==> src/rtl/pipeline_exec_controller.sv <==
// Run/step/halt sequencer driving the global pipeline write enable,
// with saturating executed-cycle and hazard-stall counters.
module pipeline_exec_controller #(
  parameter int NB_CNT = 32,
  parameter int NB_CMD = 2
) (
  input  logic              i_clk,
  input  logic              i_reset,
  input  logic              i_cmd_valid,
  input  logic [NB_CMD-1:0] i_cmd,
  output logic              o_cmd_ready,
  input  logic              i_halt_wb,
  input  logic              i_stall_hazard,
  output logic              o_pipe_enable,
  output logic [1:0]        o_state,
  output logic              o_done,
  output logic [NB_CNT-1:0] o_cycle_count,
  output logic [NB_CNT-1:0] o_stall_count
);

  typedef enum logic [1:0] {
    S_IDLE = 2'b00,
    S_RUN  = 2'b01,
    S_STEP = 2'b10,
    S_DONE = 2'b11
  } state_t;

  localparam logic [NB_CMD-1:0] CMD_RUN   = NB_CMD'(1);
  localparam logic [NB_CMD-1:0] CMD_STEP  = NB_CMD'(2);
  localparam logic [NB_CMD-1:0] CMD_PAUSE = NB_CMD'(3);

  state_t            r_state;
  state_t            w_next;
  logic              r_done;
  logic [NB_CNT-1:0] r_cycle;
  logic [NB_CNT-1:0] r_stall;
  logic              w_enable;
  logic              w_ready;
  logic              w_acc;
  logic              w_done_entry;

  assign w_enable = (r_state == S_RUN) | (r_state == S_STEP);
  assign w_ready  = (r_state == S_IDLE) | (r_state == S_RUN);
  assign w_acc    = i_cmd_valid & w_ready;

  always_comb begin
    w_next = r_state;
    unique case (r_state)
      S_IDLE: begin
        if (w_acc && i_cmd == CMD_RUN)  w_next = S_RUN;
        if (w_acc && i_cmd == CMD_STEP) w_next = S_STEP;
      end
      S_RUN: begin
        // halt beats a simultaneous pause
        if (i_halt_wb)                        w_next = S_DONE;
        else if (w_acc && i_cmd == CMD_PAUSE) w_next = S_IDLE;
      end
      S_STEP: w_next = i_halt_wb ? S_DONE : S_IDLE;
      S_DONE: w_next = S_DONE;
      default: w_next = S_IDLE;
    endcase
  end

  assign w_done_entry = w_enable & (w_next == S_DONE);

  always_ff @(posedge i_clk) begin
    if (!i_reset) begin
      r_state <= S_IDLE;
      r_done  <= 1'b0;
      r_cycle <= '0;
      r_stall <= '0;
    end else begin
      r_state <= w_next;
      r_done  <= w_done_entry;
      if (w_enable && !(&r_cycle))
        r_cycle <= r_cycle + 1'b1;
      if (w_enable && i_stall_hazard && !(&r_stall))
        r_stall <= r_stall + 1'b1;
    end
  end

  assign o_pipe_enable = w_enable;
  assign o_cmd_ready   = w_ready;
  assign o_state       = r_state;
  assign o_done        = r_done;
  assign o_cycle_count = r_cycle;
  assign o_stall_count = r_stall;

endmodule
==> config.mk <==
export PLATFORM = sky130hd
export DESIGN_NAME = pipeline_exec_controller
export DESIGN_NICKNAME = d
export VERILOG_FILES = /design/src/rtl/pipeline_exec_controller.sv
export SDC_FILE = /design/constraint.sdc
export NUM_CORES = 1
export LEC_CHECK = 0
export CAP_MARGIN = 30
export CORE_MARGIN = 2
export CORE_UTILIZATION = 51
export CTS_CLUSTER_SIZE = 40
export DETAILED_ROUTE_END_ITERATION = 8
export GPL_TIMING_DRIVEN = 0
export HOLD_SLACK_MARGIN = 0.03
export PLACE_DENSITY = 0.88
export SLEW_MARGIN = 20
export SYNTH_ARGS = -nofsm -noshare
export SYNTH_HDL_FRONTEND = slang
export SYNTH_SLANG_ARGS = --single-unit
==> constraint.sdc <==
create_clock -name i_clk -period 2.9 [get_ports i_clk]
set_input_delay 0.435 -clock i_clk [delete_from_list [all_inputs] [get_ports i_clk]]
set_output_delay 0.435 -clock i_clk [all_outputs]
set_load 0.01 [all_outputs]
==> flow_metrics.py <==
metrics = {
    "synth": {
        "synth-seq-cells": 67,
        "syn-instance-count": 426,
        "yosys-top-cells-area": "dfxtp_1 39%, a21oi_1 6.4%, nand2_1 5.1%",
        "synth_top_area_cell": "dfxtp_1",
        "synth_edf_count": 0,
        "syn-num-nets": 440,
        "synth_warnings": 0,
        "synthesis.area_sq_mm": 0.00345,
        "synth_top_area_share": 0.389,
        "async_reset_ff_frac": 0,
        "synth_top_flop_cell": "dfxtp_1",
        "syn_avg_cell_area_sq_um": 8.09,
        "synth.distinct_cells": 46,
        "ys_seq_area_frac": 0.389,
    },
    "placement": {
        "placed_cells": 577,
        "routabilityCongestion": 0.880,
        "hpwl_mm": 6.69,
        "dpl_cell_area_sq_mm": 0.00429,
        "numPortBuffers": 74,
        "post-place-ws_ns": 0.163,
    },
    "setup_path": {
        "required_ns": 3.17,
        "r2r_slack_ns": 0.27,
        "cp-end-kind": "flop",
        "worstPathArrival_ns": 2.90,
        "cp_max_fo": 10,
        "cp-start-kind": "flop",
        "reg2regPathDepth": 8,
        "critical_path_class": "flop to flop",
        "timing.rr.start": "o_state[0]$_SDFF_PN0_",
        "r2r_end": "o_stall_count[23]$_SDFFE_PN0P_",
    },
    "power": {
        "power_mw": 2.14,
        "power_frac_comb": 0.215,
        "p_switching_mw": 0.641,
        "p_leak_nw": 1.35,
        "p_int_mw": 1.49,
        "seqPwrFrac": 0.472,
        "p_clk_frac": 0.313,
        "swShare": 0.300,
        "peakVddDrop_uv": 255,
        "p_per_area_mw_per_mm2": 481,
    },
    "sta": {
        "max_freq_mhz": 380,
        "rsz0062_at_grt": "no",
        "timing.final.crit_share": 0.906,
        "maxSlewViolCount": 0,
        "maxSlewHeadroom": 0.401,
        "holdWs_ns": 0.497,
        "fin_crit_ns": 2.63,
        "fin_ws_ns": 0.271,
        "fin_tns_setup_ns": 0,
        "setup_viol": 0,
        "hold_viol_final": 0,
        "clock_skew_ns": 0.00730,
        "worst_pin_slew_ns": 0.891,
    },
    "routing": {
        "drt_wl_total_mm": 9.24,
        "final_antenna_net_count": 0,
        "vias": 3646,
        "vias_per_cell": 6.17,
        "route.detailed.drc": 0,
        "wl_per_cell_um": 15.6,
        "drt_iter0_drc": 235,
        "drtPass1Iterations": 5,
    },
    "clocking": {
        "numCtsBuffers": 9,
        "cts_max_path_buffers": 2,
        "post_cts_resize_count": 0,
        "clkLatencyLatePin_ns": 0.34,
        "cts.clk_slew.worst_paths_ns": 0.07,
        "cts_tree": "built",
        "cts_sinks": 67,
        "ctsHoldBuffers": 0,
        "cts_setup_buffers": 0,
        "htree_levels": 3,
        "root_buffer": "clkbuf_8",
    },
    "die": {
        "initial_utilization": 0.534,
        "die-height_um": 86.2,
        "coreArea_sq_mm": 0.00646,
        "pin_count": 76,
        "die_w_um": 86.2,
        "rows": 29,
        "dieArea_sq_mm": 0.00743,
    },
    "min_path": {
        "worst_hold_path.endpoint": "o_cycle_count[8]$_SDFFE_PN0P_",
        "hold_class": "flop to flop",
        "whs_path_depth": 1,
        "hold_start": "o_cycle_count[8]$_SDFFE_PN0P_",
    },
    "global_route": {
        "grt_pass1_wl_mm": 15.5,
        "grt_max_degree": 11,
        "track_usage": 0.256,
        "grt_pass1_vias": 3474,
        "overflow": 0,
        "antenna_found_initial": 0,
    },
    "finish": {
        "fillers": 539,
        "drive_gt1_frac": 0.0564,
        "final_core_util": 0.688,
        "seq_area_sq_mm": 0.00134,
        "fin_area_sq_mm": 0.00444,
        "multiInputGateArea_sq_mm": 0.00198,
        "final_nets": 524,
        "layout.cells.non_filler": 591,
        "diodes": 0,
        "area_delta_synth_final_pct": 28.9,
    },
    "status": {
        "outcome": "finished, final reports clean",
    },
    "flow_run": {
        "drv_cap": 0,
    },
}
## state kept, by name (all words and copies together) (netlist names)
register / count
o_cycle_count: 32
o_stall_count: 32
o_state: 2
o_done: 1
## worst max path at each step
| stage | from | slack, ns | cells after the start | to |
|---|---|---|---|---|
| floorplan | o_state[0]$_SDFF_PN0_ | 0.48 | 9 | o_cycle_count[25]$_SDFFE_PN0P_ |
| global placement | o_state[0]$_SDFF_PN0_ | 0.24 | 9 | o_cycle_count[29]$_SDFFE_PN0P_ |
| detailed placement | o_state[0]$_SDFF_PN0_ | 0.16 | 9 | o_cycle_count[29]$_SDFFE_PN0P_ |
| CTS | o_state[0]$_SDFF_PN0_ | 0.14 | 9 | o_cycle_count[29]$_SDFFE_PN0P_ |
| global route | o_state[1]$_SDFF_PN0_ | 0.002 | 8 | o_stall_count[23]$_SDFFE_PN0P_ |
| finish | o_state[0]$_SDFF_PN0_ | 0.27 | 8 | o_stall_count[23]$_SDFFE_PN0P_ |
## layer usage
layer,global-route usage,up-vias,wire length [um],part of all wire
met2,0.416,154,4360,0.47
li1,-,1763,-,-
met5,0,-,0,0
met1,0.326,1696,3940,0.43
met4,0.138,0,309,0.033
met3,0.0438,33,633,0.068
## critical path, stage by stage (launching register included)
cell and delay, ns:
dfxtp_1 0.42, inv_1 0.13, ha_2 0.47, nand2_1 0.19, nor4_1 0.36, o211ai_1 0.23, buf_2 0.24, or3_1 0.37
a21oi_1 0.15
## synth_stat cells (2+ instances only)
library cell,count
a2111o_1,2
a211oi_1,4
a21oi_1,44
a31oi_1,4
and3_1,5
and4_1,4
buf_2,3
clkbuf_1,11
dfxtp_1,67
ha_1,7
inv_1,13
mux2i_1,8
nand2_1,47
nand2b_1,11
nand3_1,23
nand4_1,14
nand4_2,2
nor2_1,18
nor3_1,12
nor4_1,7
nor4b_1,2
o211ai_1,3
o21ai_0,27
o31ai_1,19
or3_1,22
or4_1,18
xnor2_1,10
## kinds of logic after synthesis
kind of cell	Yosys count	synth area share
AND/OR/NAND/NOR	194	0.313
multiplexers	8	0.0232
flip-flops	67	0.389
buffers and inverters	31	0.0363
adder cells (fa/ha/maj)	7	0.0254
XOR/XNOR	10	0.0254
AO/OA/AOI/OAI	109	0.188
## cells in the final DEF, fill, tap and decap left out, types with 2 or more instances in the layout
cell type / instances
mux2i_1: 8
xnor2_1: 10
clkinv_2: 3
clkdlybuf4s50_1: 74
a2111o_1: 2
dfxtp_1: 67
o211ai_1: 3
nand2b_1: 11
o21ai_0: 27
nor4_1: 7
clkbuf_1: 12
and3_1: 5
nor3_1: 12
nand4_2: 2
a211oi_1: 4
buf_2: 3
o31ai_1: 19
nand2_1: 47
nand3_1: 23
nor2_1: 18
ha_1: 6
a21oi_1: 44
clkbuf_8: 10
and4_1: 4
inv_1: 13
nand4_1: 14
or4_1: 18
nor4b_1: 2
or3_1: 22
a31oi_1: 4
## area by class of cell
cell class,instances,area share
inverter,14,0.0118
sequential,67,0.302
clock buffer,12,0.0327
multi-input combinational,328,0.447
clock inverter,3,0.00338
tap,77,0.0217
timing repair buffer,74,0.167
buffer,16,0.0155
## power by group through the flow
| stage | logic, mW | registers [mW] | clock network [mW] |
|---|---|---|---|
| after floorplan | 0.248 | 1.03 | 0 |
| after global placement | 0.428 | 1.03 | 0 |
| after detailed placement | 0.451 | 1.03 | 0 |
| after CTS | 0.455 | 1.01 | 0.676 |
| after global routing | 0.503 | 1.02 | 0.718 |
| final | 0.460 | 1.01 | 0.668 |
Note: power is estimated with default switching activity, not from simulation.
==> patch, RTL diff (same flow settings) <==
`NB_CMD`: 2 -> 4.
--- a/src/rtl/pipeline_exec_controller.sv
+++ b/src/rtl/pipeline_exec_controller.sv
@@ -3,5 +3,5 @@
 module pipeline_exec_controller #(
   parameter int NB_CNT = 32,
-  parameter int NB_CMD = 2
+  parameter int NB_CMD = 4
 ) (
   input  logic              i_clk,
Interface: changed (resized i_cmd); port bits go from 76 to 78. No check against the original RTL was run, so the function may have changed too.
==> patch against the unedited design <==
Wire length down 1.5%; non-clock buffer count rose by 2; synthesized cell count shrank 1.9%; worst setup slack gained 0.10 ns; area after synthesis grew 1.8%; total power decreased by 2.9%; first-iteration DRC count is the same; sequential cell count unchanged; cell area up 3.4%; largest cell class unchanged.
==> patch: results (changes against the unedited design) <==
HPWL Detailed=6.55 mm (-2.2%); Worst VDD drop=0.000277 V (+8.6%); initial antenna violation count=0 (unchanged); Lkg Pwr=1.57 nW (+16%); count of different cell masters after synthesis=52 (+13%); clock root cell=clkbuf_8; Place WS=0.300 ns (+0.137 ns); Avg WL per Cell=15.4 um (-1.5%); nets=522 (-0.38%); critical path arrival=2.81 ns (-0.09 ns); vias in the first global route=3318 (-4.5%); layout cells sized above 1=0.0724 (+0.0160); port buffer count=77 (+4.1%); Psw=0.000545 W (-15%); Worst slew margin=0.563 (+0.161); first-pass GRT wire length=15.1 mm (-2.5%); Total GRT Usage=0.250 (-0.00601); maximum fanout along the worst path=8 (-2); status=completed; register area share after synthesis=0.382 (-0.00693); GP Congestion=0.867 (-1.4%); fillcell total=524 (-2.8%); clk_skew=0.00567 ns (-0.00162 ns); vias per cell=5.91 (-4.2%); largest net degree at the start of global routing=12 (+1)
patch: cell types whose count changed after synthesis, sizes merged, moves of 4 or more:
cell and delta:
xnor2 -4, nor2 +5, nand3 +6, xor2 +9, o31ai -10, nand2 -5
or4 -9, nand4 +4, a21oi -13
patch: through the flow:
| step | utilization | power, W | instance area, sq um | std cells |
|---|---|---|---|---|
| after floorplan | - | 0.00116 | 3510 | 418 |
| after global placement | 0.652 | 0.00127 | 4380 | 575 |
| after detailed placement | 0.652 | 0.00128 | 4380 | 575 |
| after CTS | 0.684 | 0.00208 | 4590 | 591 |
| after global routing | 0.684 | 0.00215 | 4590 | 591 |
| final | 0.684 | 0.00207 | 4590 | 591 |
patch: critical path, stage by stage, from the launching register on:
cell and delay, ns:
dfxtp_1 0.44, inv_1 0.12, ha_1 0.32, nand2_1 0.12
nor3_1 0.56, o211ai_2 0.31, or4_1 0.45, a21oi_1 0.14
patch: worst paths after layout:
kind | start | to | slack, ns | cells after the start
worst max-delay path | o_state[1] | o_stall_count[29] | 0.37 | 7
worst min-delay path | o_stall_count[26] | o_stall_count[26] | 0.50 | 2
worst max register to register | o_state[1] | o_stall_count[29] | 0.37 | 7
worst min register to register | o_stall_count[26] | o_stall_count[26] | 0.50 | 2
patch: area by class of cell:
class,instances,share of cell area
multi-input cells,320,0.442
flip-flops and latches,67,0.292
repair buffers,77,0.168
clock buffers,12,0.0359
well taps,80,0.0218
plain buffers,15,0.0169
inverters,16,0.0131
clock inverters,4,0.0103
patch: metal layers:
metal | up-vias | track usage | wire (um)
met5 | - | 0 | 0
met4 | 0 | 0.114 | 111
met3 | 9 | 0.0673 | 479
met2 | 114 | 0.430 | 4680
met1 | 1652 | 0.290 | 3830
li1 | 1717 | - | -
patch: power by group through the flow:
| stage | combinational, W | clock [W] | sequential (W) |
|---|---|---|---|
| floorplan | 0.000170 | 0 | 0.000987 |
| global placement | 0.000282 | 0 | 0.000983 |
| detailed placement | 0.000290 | 0 | 0.000985 |
| CTS | 0.000291 | 0.000828 | 0.000964 |
| global route | 0.000318 | 0.000867 | 0.000968 |
| finish | 0.000291 | 0.000819 | 0.000964 |
patch: cell families (layout without fill, tap and decap cells):
group	after synthesis	count (layout)	share of synthesized area
mux	11	11	0.0314
simple gates	193	193	0.312
xor+xnor	15	15	0.0374
buf+inv	31	124	0.0392
flops	67	67	0.382
fa+ha+maj	7	7	0.0249
compound gates	94	94	0.173
